### src/rtl/sha_msg_schedule_pkg.sv
// Shared constants, state type and configuration check
// for the SHA-2 message schedule generator.
package sha_msg_schedule_pkg;

   typedef enum logic {
      IDLE = 1'b0,
      RUN  = 1'b1
   } state_e;

   // SHA-256 sigma amounts
   localparam int S256_S0_R1 = 7;
   localparam int S256_S0_R2 = 18;
   localparam int S256_S0_SH = 3;
   localparam int S256_S1_R1 = 17;
   localparam int S256_S1_R2 = 19;
   localparam int S256_S1_SH = 10;

   // SHA-512 sigma amounts
   localparam int S512_S0_R1 = 1;
   localparam int S512_S0_R2 = 8;
   localparam int S512_S0_SH = 7;
   localparam int S512_S1_R1 = 19;
   localparam int S512_S1_R2 = 61;
   localparam int S512_S1_SH = 6;

   // k: 0 = first rotate, 1 = second rotate, 2 = shift
   function automatic int sig_amt(
      input int ww,
      input bit sel,
      input int k
   );
      int r;
      r = 0;
      if (ww == 64) begin
         if (!sel) r = (k == 0) ? S512_S0_R1 :
                       (k == 1) ? S512_S0_R2 : S512_S0_SH;
         else      r = (k == 0) ? S512_S1_R1 :
                       (k == 1) ? S512_S1_R2 : S512_S1_SH;
      end else begin
         if (!sel) r = (k == 0) ? S256_S0_R1 :
                       (k == 1) ? S256_S0_R2 : S256_S0_SH;
         else      r = (k == 0) ? S256_S1_R1 :
                       (k == 1) ? S256_S1_R2 : S256_S1_SH;
      end
      return r;
   endfunction

   function automatic bit cfg_ok(
      input int ww,
      input int rounds
   );
      return ((ww == 32) || (ww == 64)) && (rounds >= 16);
   endfunction

endpackage

### src/rtl/sha_sched_sigma.sv
// Small sigma function of the SHA-2 schedule; SEL=0 gives s0,
// SEL=1 gives s1.
module sha_sched_sigma
   import sha_msg_schedule_pkg::*;
#(
   parameter int WORD_WIDTH = 32,
   parameter bit SEL        = 1'b0
) (
   input  logic [WORD_WIDTH-1:0] x,
   output logic [WORD_WIDTH-1:0] y
);

   localparam int R1 = sig_amt(WORD_WIDTH, SEL, 0);
   localparam int R2 = sig_amt(WORD_WIDTH, SEL, 1);
   localparam int SH = sig_amt(WORD_WIDTH, SEL, 2);

   logic [WORD_WIDTH-1:0] rot1;
   logic [WORD_WIDTH-1:0] rot2;

   always_comb begin
      rot1 = (x >> R1) | (x << (WORD_WIDTH - R1));
      rot2 = (x >> R2) | (x << (WORD_WIDTH - R2));
      y    = rot1 ^ rot2 ^ (x >> SH);
   end

endmodule

### src/rtl/sha_msg_schedule.sv
// Streaming SHA-2 message schedule: loads a 16-word block and
// emits W[0..ROUNDS-1] from a 16-word sliding window.
module sha_msg_schedule
   import sha_msg_schedule_pkg::*;
#(
   parameter  int WORD_WIDTH  = 32,
   parameter  int ROUNDS      = 64,
   localparam int BLOCK_WIDTH = 16 * WORD_WIDTH,
   localparam int IW          = $clog2(ROUNDS)
) (
   input  logic                   clock,
   input  logic                   reset,
   input  logic                   clear,
   input  logic                   block_valid,
   output logic                   block_ready,
   input  logic [BLOCK_WIDTH-1:0] block_data,
   output logic                   w_valid,
   input  logic                   w_ready,
   output logic [WORD_WIDTH-1:0]  w_data,
   output logic [IW-1:0]          w_index,
   output logic                   w_last,
   output logic                   busy
);

   if (!cfg_ok(WORD_WIDTH, ROUNDS)) begin : g_bad_cfg
      $error("sha_msg_schedule: illegal WORD_WIDTH/ROUNDS");
   end

   localparam logic [IW-1:0] LAST_IDX = IW'(ROUNDS - 1);

   state_e                state_q, state_d;
   logic [IW-1:0]         idx_q, idx_d;
   logic [WORD_WIDTH-1:0] window_q [16];
   logic [WORD_WIDTH-1:0] window_d [16];

   logic [WORD_WIDTH-1:0] sig0;
   logic [WORD_WIDTH-1:0] sig1;
   logic [WORD_WIDTH-1:0] w_next;
   logic                  run;
   logic                  load;
   logic                  fire;

   sha_sched_sigma #(
      .WORD_WIDTH (WORD_WIDTH),
      .SEL        (1'b0)
   ) u_sig0 (
      .x (window_q[1]),
      .y (sig0)
   );

   sha_sched_sigma #(
      .WORD_WIDTH (WORD_WIDTH),
      .SEL        (1'b1)
   ) u_sig1 (
      .x (window_q[14]),
      .y (sig1)
   );

   assign w_next = sig1 + window_q[9] + sig0 + window_q[0];

   assign run     = (state_q == RUN);
   assign w_valid = run;
   assign busy    = run;
   assign w_index = idx_q;
   assign w_last  = run && (idx_q == LAST_IDX);
   assign w_data  = run ? window_q[0] : '0;

   // ready combinationally follows w_ready on the last word so
   // consecutive blocks stream without a bubble
   assign block_ready = !clear && (!run || (w_last && w_ready));
   assign load        = block_valid && block_ready;
   assign fire        = w_valid && w_ready;

   always_comb begin
      state_d = state_q;
      idx_d   = idx_q;
      for (int i = 0; i < 16; i++) begin
         window_d[i] = window_q[i];
      end
      if (clear) begin
         state_d = IDLE;
         idx_d   = '0;
      end else if (load) begin
         state_d = RUN;
         idx_d   = '0;
         for (int i = 0; i < 16; i++) begin
            window_d[i] =
               block_data[BLOCK_WIDTH-1-i*WORD_WIDTH -: WORD_WIDTH];
         end
      end else if (fire) begin
         if (w_last) begin
            state_d = IDLE;
            idx_d   = '0;
         end else begin
            idx_d = idx_q + IW'(1);
            for (int i = 0; i < 15; i++) begin
               window_d[i] = window_q[i+1];
            end
            window_d[15] = w_next;
         end
      end
   end

   always_ff @(posedge clock or posedge reset) begin
      if (reset) begin
         state_q <= IDLE;
         idx_q   <= '0;
         for (int i = 0; i < 16; i++) begin
            window_q[i] <= '0;
         end
      end else begin
         state_q <= state_d;
         idx_q   <= idx_d;
         for (int i = 0; i < 16; i++) begin
            window_q[i] <= window_d[i];
         end
      end
   end

endmodule

### config.mk
export PLATFORM = sky130hd
export DESIGN_NAME = sha_msg_schedule
export DESIGN_NICKNAME = d
export VERILOG_FILES = /design/src/rtl/sha_msg_schedule_pkg.sv /design/src/rtl/sha_sched_sigma.sv /design/src/rtl/sha_msg_schedule.sv
export SDC_FILE = /design/constraint.sdc
export NUM_CORES = 2
export LEC_CHECK = 0
export CORE_MARGIN = 2
export CORE_UTILIZATION = 48
export DETAILED_ROUTE_END_ITERATION = 8
export PLACE_DENSITY = 0.79
export SYNTH_ARGS = -nofsm -noshare
export SYNTH_HDL_FRONTEND = slang
export SYNTH_HIERARCHICAL = 1
export SYNTH_SLANG_ARGS = --single-unit
### constraint.sdc
create_clock -name clock -period 55.8 [get_ports clock]
set_input_delay 16.74 -clock clock [delete_from_list [all_inputs] [get_ports clock]]
set_output_delay 16.74 -clock clock [all_outputs]
set_load 0.02 [all_outputs]
## Yosys cells after proc, flatten, opt, wreduce, memory -nomap -nowiden

Cells that the tools add are included.

- Word-level logic and storage cells: 58
- Bits in registers: 519
- Output and inout port bits: 42
- Input bits: 517

- Mux-type cells: 12
- Add/sub/neg operators: 4
- Eq/ne operators: 2
- Bitwise gates (word level): 9
- Reductions and logical operators: 13

Operator list:

| operator | number |
|---|---|
| 512-bit 2-to-1 mux | 3 |
| 32-bit adder | 3 |
| 32-bit bitwise XOR | 2 |
| 32-bit 2-to-1 mux | 1 |
| 13-bit by 32-bit bitwise OR with 32-bit output | 1 |
| 14-bit by 32-bit bitwise OR with 32-bit output | 1 |
| 15-bit by 32-bit bitwise OR with 32-bit output | 1 |
| 25-bit by 32-bit bitwise OR with 32-bit output | 1 |
| 32-bit by 22-bit bitwise XOR with 32-bit output | 1 |
| 32-bit by 29-bit bitwise XOR with 32-bit output | 1 |
| 6-bit 2-to-1 mux | 4 |
| 6-bit by 1-bit adder with 6-bit output (second input constant) | 1 |
| 6-bit equality test (second input constant) | 1 |
| 3-bit nonzero test | 2 |
| 1-bit logical AND | 5 |
| 1-bit 2-to-1 mux | 4 |
| 3-bit AND reduction | 1 |
| 1-bit zero test | 2 |
| 2-bit by 1-bit inequality test with 1-bit output (second input constant) | 1 |
| 2-bit AND reduction | 1 |
| 2-bit nonzero test | 1 |
| 1-bit logical OR | 1 |
| 1-bit NOT | 1 |

## Logic depth before layout (Yosys ltp)

- Word-level depth: 9
- Gate-level depth with buffers: 15
- Depth with buffers taken out: 15

## Modules after synthesis

Netlist, hierarchy kept.

Modules (own cells, without submodules):

| module | seq. area each (um^2) | instances | cells each | area an instance (um^2) |
|---|---|---|---|---|
| sha_msg_schedule | 12987.5 | 1 | 3292 | 26583.0 |
| sha_sched_sigma (u_sig0) | 0.0 | 1 | 32 | 726.9 |
| sha_sched_sigma (u_sig1) | 0.0 | 1 | 32 | 610.6 |

## Worst setup path after synthesis

OpenSTA, ideal clock, no wires.

- Path type: input to output
- Start point: input port clear
- End point: output port block_ready
- Path buffers: 1
- Slack: 21.829 ns
- Stages: 2
- Required time: 39.060 ns
- Arrival: 17.231 ns
- Path through: clkbuf_1 > nor2_1

- Word-level cells in the longest chain between the ends: 2

RTL lines:

| what | RTL line | RTL |
|---|---|---|
| start: declaration | sha_msg_schedule.sv:13 | `input logic clear,` |
| 1-bit zero test | sha_msg_schedule.sv:70 | `assign block_ready = !clear && (!run \|\| (w_last && w_ready));` |
| 1-bit logical AND | sha_msg_schedule.sv:70 |  |
| end: declaration | sha_msg_schedule.sv:15 | `output logic block_ready,` |

Every way passes these cells.

## Final worst setup path

- Start point: input port w_ready
- End point: output port block_ready

- Word-level cells in the longest chain between the ends: 3

RTL lines:

| what | RTL line | RTL |
|---|---|---|
| start: declaration | sha_msg_schedule.sv:18 | `input logic w_ready,` |
| 1-bit logical AND | sha_msg_schedule.sv:70 |  |
| 1-bit logical OR | sha_msg_schedule.sv:70 |  |
| 1-bit logical AND | sha_msg_schedule.sv:70 |  |

Every way passes these cells.

==> results.yml <==
status:
  status: "finished, final reports clean"
sta:
  worst_slack_ns: 20.85
  maxSlewViolCount: 0
  setup_tns_ns: 0
  maxSlewHeadroom_pct: 24.3
  max_freq_mhz: 28.6
  hold_viol: 0
  rsz0062_at_grt: "no"
  skew_ns: 0.0190
  tightest_slew_ns: 1.13
  setup_violations: 0
  fin_crit_sh_pct: 62.6
  min_period_ns: 34.95
grt:
  grt_pass1_wl_um: 143000
  grt_usage_pct: 31.8
  grt_max_degree: 181
  overflow: 0
  grt_pass1_vias: 23500
  antenna_found_initial: 19
cells_and_area:
  mostFrequentLayoutCell: "nand2_1"
  n_fill_cell: 4990
  fin_area_um2: 35700
  fin_nets: 4378
  area_delta_synth_final_pct: 28.0
  drive_gt1_share_pct: 3.54
  final_cell_mix: "nand2_1 (1016), clkdlybuf4s50_1 (558), nor2_1 (552), dfrtp_1 (519), a31oi_1 (497)"
place:
  place_congestion: 0.954
  io_buffer_count: 558
  place_hpwl_um: 72800
  post-place-ws_ns: 20.85
  placed_cell_area_um2: 33800
cts:
  path_clk_slew_ns: 0.06
  cts.repair.resized: 0
  numCtsBuffers: 55
  cts_tree: "built"
  cts-root-buf: "clkbuf_16"
  clk_path_buf_depth: 3
  cts.htree.levels: 2
  cts_hold_buf: 0
  clkLatencyLatePin_ns: 0.62
  cts_sinks: 519
  post-cts-setup-buffers: 0
synth:
  synth-edff-count: 0
  synth_top_cell_by_area: "dfrtp_1"
  synth_fp_nets: 3967
  synthTopCellsByArea: "dfrtp_1 (47%), nand2_1 (14%), a31oi_1 (11%)"
  syn_inst: 3356
  ys_ff_latch: 519
  synth_top_area_share_pct: 46.5
  ys.flop_type: "dfrtp_1"
  yosysSeqAreaShare_pct: 46.5
  yosys_warnings: 6
  synth_area_um2: 27900
  synth_cell_types: 49
  synthArstFlopShare_pct: 100
  synth_area_per_cell_um2: 8.32
worst_setup_path:
  crit_path_end_kind: "output pin"
  r2r_start: "busy$_DFFE_PP0P_"
  crit_path_start: "w_ready"
  worstPathArrival_ns: 18.21
  timing_worst_setup_path_type: "input port to output pin"
  critical_path.startpoint_type: "input port"
  worstPathRequired_ns: 39.06
  worstPathMaxFanout: 6
detailed_routing:
  dr.pass1.iters: 6
  ant_nets: 0
  vias_per_cell: 5.51
  drt_wl_total_um: 98200
  route.detailed.drc: 0
  vias: 25400
  wire_per_inst_um: 21.4
  initialDrtViolationCount: 2777
floorplan:
  fp-row-count: 88
  coreArea_um2: 57600
  dieWidth_um: 245
  die_height_um: 245
  ios: 559
  die_area_um2: 60100
  start_util_pct: 48.5
power:
  leakage_nw: 16.3
  ir_drop_mv: 0.0726
  pwr_density_cell_nw_per_um2: 67.9
hold_path:
  hp-class: "flop to flop"
  hp-start: "window_q[10]$_DFFE_PP0P_"
flow_run:
  max_cap_violations: 0
[worst paths after layout]
check,depth (start not counted),to,slack (ns)
max in group asynchronous,5,window_q[142]$_DFFE_PP0P_,35.88
min in group asynchronous,2,window_q[383]$_DFFE_PP0P_,16.64
setup / recovery,4,block_ready,20.85
setup reg to reg,11,window_q[302]$_DFFE_PP0P_,49.77
hold reg to reg,2,window_q[10]$_DFFE_PP0P_,0.50
hold / removal,2,window_q[10]$_DFFE_PP0P_,0.50
[final cells by class]
class	count	area [µm²]	area share [%]
antenna	20	50.0	0.140
clock buffer	76	1600	4.47
clock inverter	27	329	0.921
inverter	178	676	1.89
multi-input combinational	2427	13300	37.3
sequential	519	13000	36.3
tap	765	957	2.68
timing repair buffer	586	5810	16.3
[critical path, cell delays in order]
cell and delay [ns]:
clkdlybuf4s50_1 0.48, a21oi_1 0.37, nor2_1 0.07, clkdlybuf4s50_1 0.55
[routing by layer]
metal	GRT usage, %	vias to the layer above	share of wire, %	routed length [µm]
met2	50.2	1055	47	45800
li1	-	11900	-	-
met3	6.51	202	8.9	8730
met5	0	-	0.018	18
met1	42.4	12200	40	39200
met4	14.5	4	4.5	4400
[power breakdown]
part	total, mW	internal [mW]	switching, mW
sequential	0.587	0.485	0.103
clock	0.389	0.225	0.164
combinational	1.45	0.595	0.856
[per-stage QoR]
step / power [mW] / hold slack [ns] / cells / utilization [%]
floorplan: 1.55 / 0.450 / 3356 / -
global placement: 1.99 / 0.467 / 4475 / 58.6
detailed placement: 2.00 / 0.479 / 4475 / 58.6
CTS: 2.40 / 0.496 / 4578 / 62.0
global route: 2.59 / 0.536 / 4593 / 62.0
finish: 2.43 / 0.498 / 4598 / 62.1
[cell families (layout without fill, tap and decap cells)]
| logic type | count (synthesis) | count (layout) | synth area share, % |
|---|---|---|---|
| adders and majority gates | 94 | 94 | 5.88 |
| other | 0 | 20 | 0 |
| and+or+nand+nor | 1609 | 1609 | 22.0 |
| xor gates and xnor gates | 101 | 101 | 5.95 |
| buffers and inverters | 410 | 867 | 5.78 |
| muxes | 1 | 1 | 0.0359 |
| AOI/OAI and AO/OA | 622 | 622 | 13.8 |
| DFF | 519 | 519 | 46.5 |
[cells in the mapped netlist (3+ instances only)]
cell type,instances
and2_1,5
nor2_1,552
nand3_1,6
fa_1,62
xor3_4,3
a22oi_1,3
and3_1,10
buf_2,56
a211oi_1,3
inv_1,178
xor3_1,48
a31oi_1,497
nor3_1,5
xnor2_1,21
or3_1,4
a21o_1,15
nand2_1,1016
clkbuf_1,153
ha_1,32
o21ai_0,32
a21oi_1,54
xor2_1,29
dfrtp_1,519
nand2b_1,3
buf_1,22
[flip-flops by register name, indices dropped and copies added (netlist names)]
name,cells
w_index,6
window_q,512
busy,1
Power figures use the tool's default switching activity.
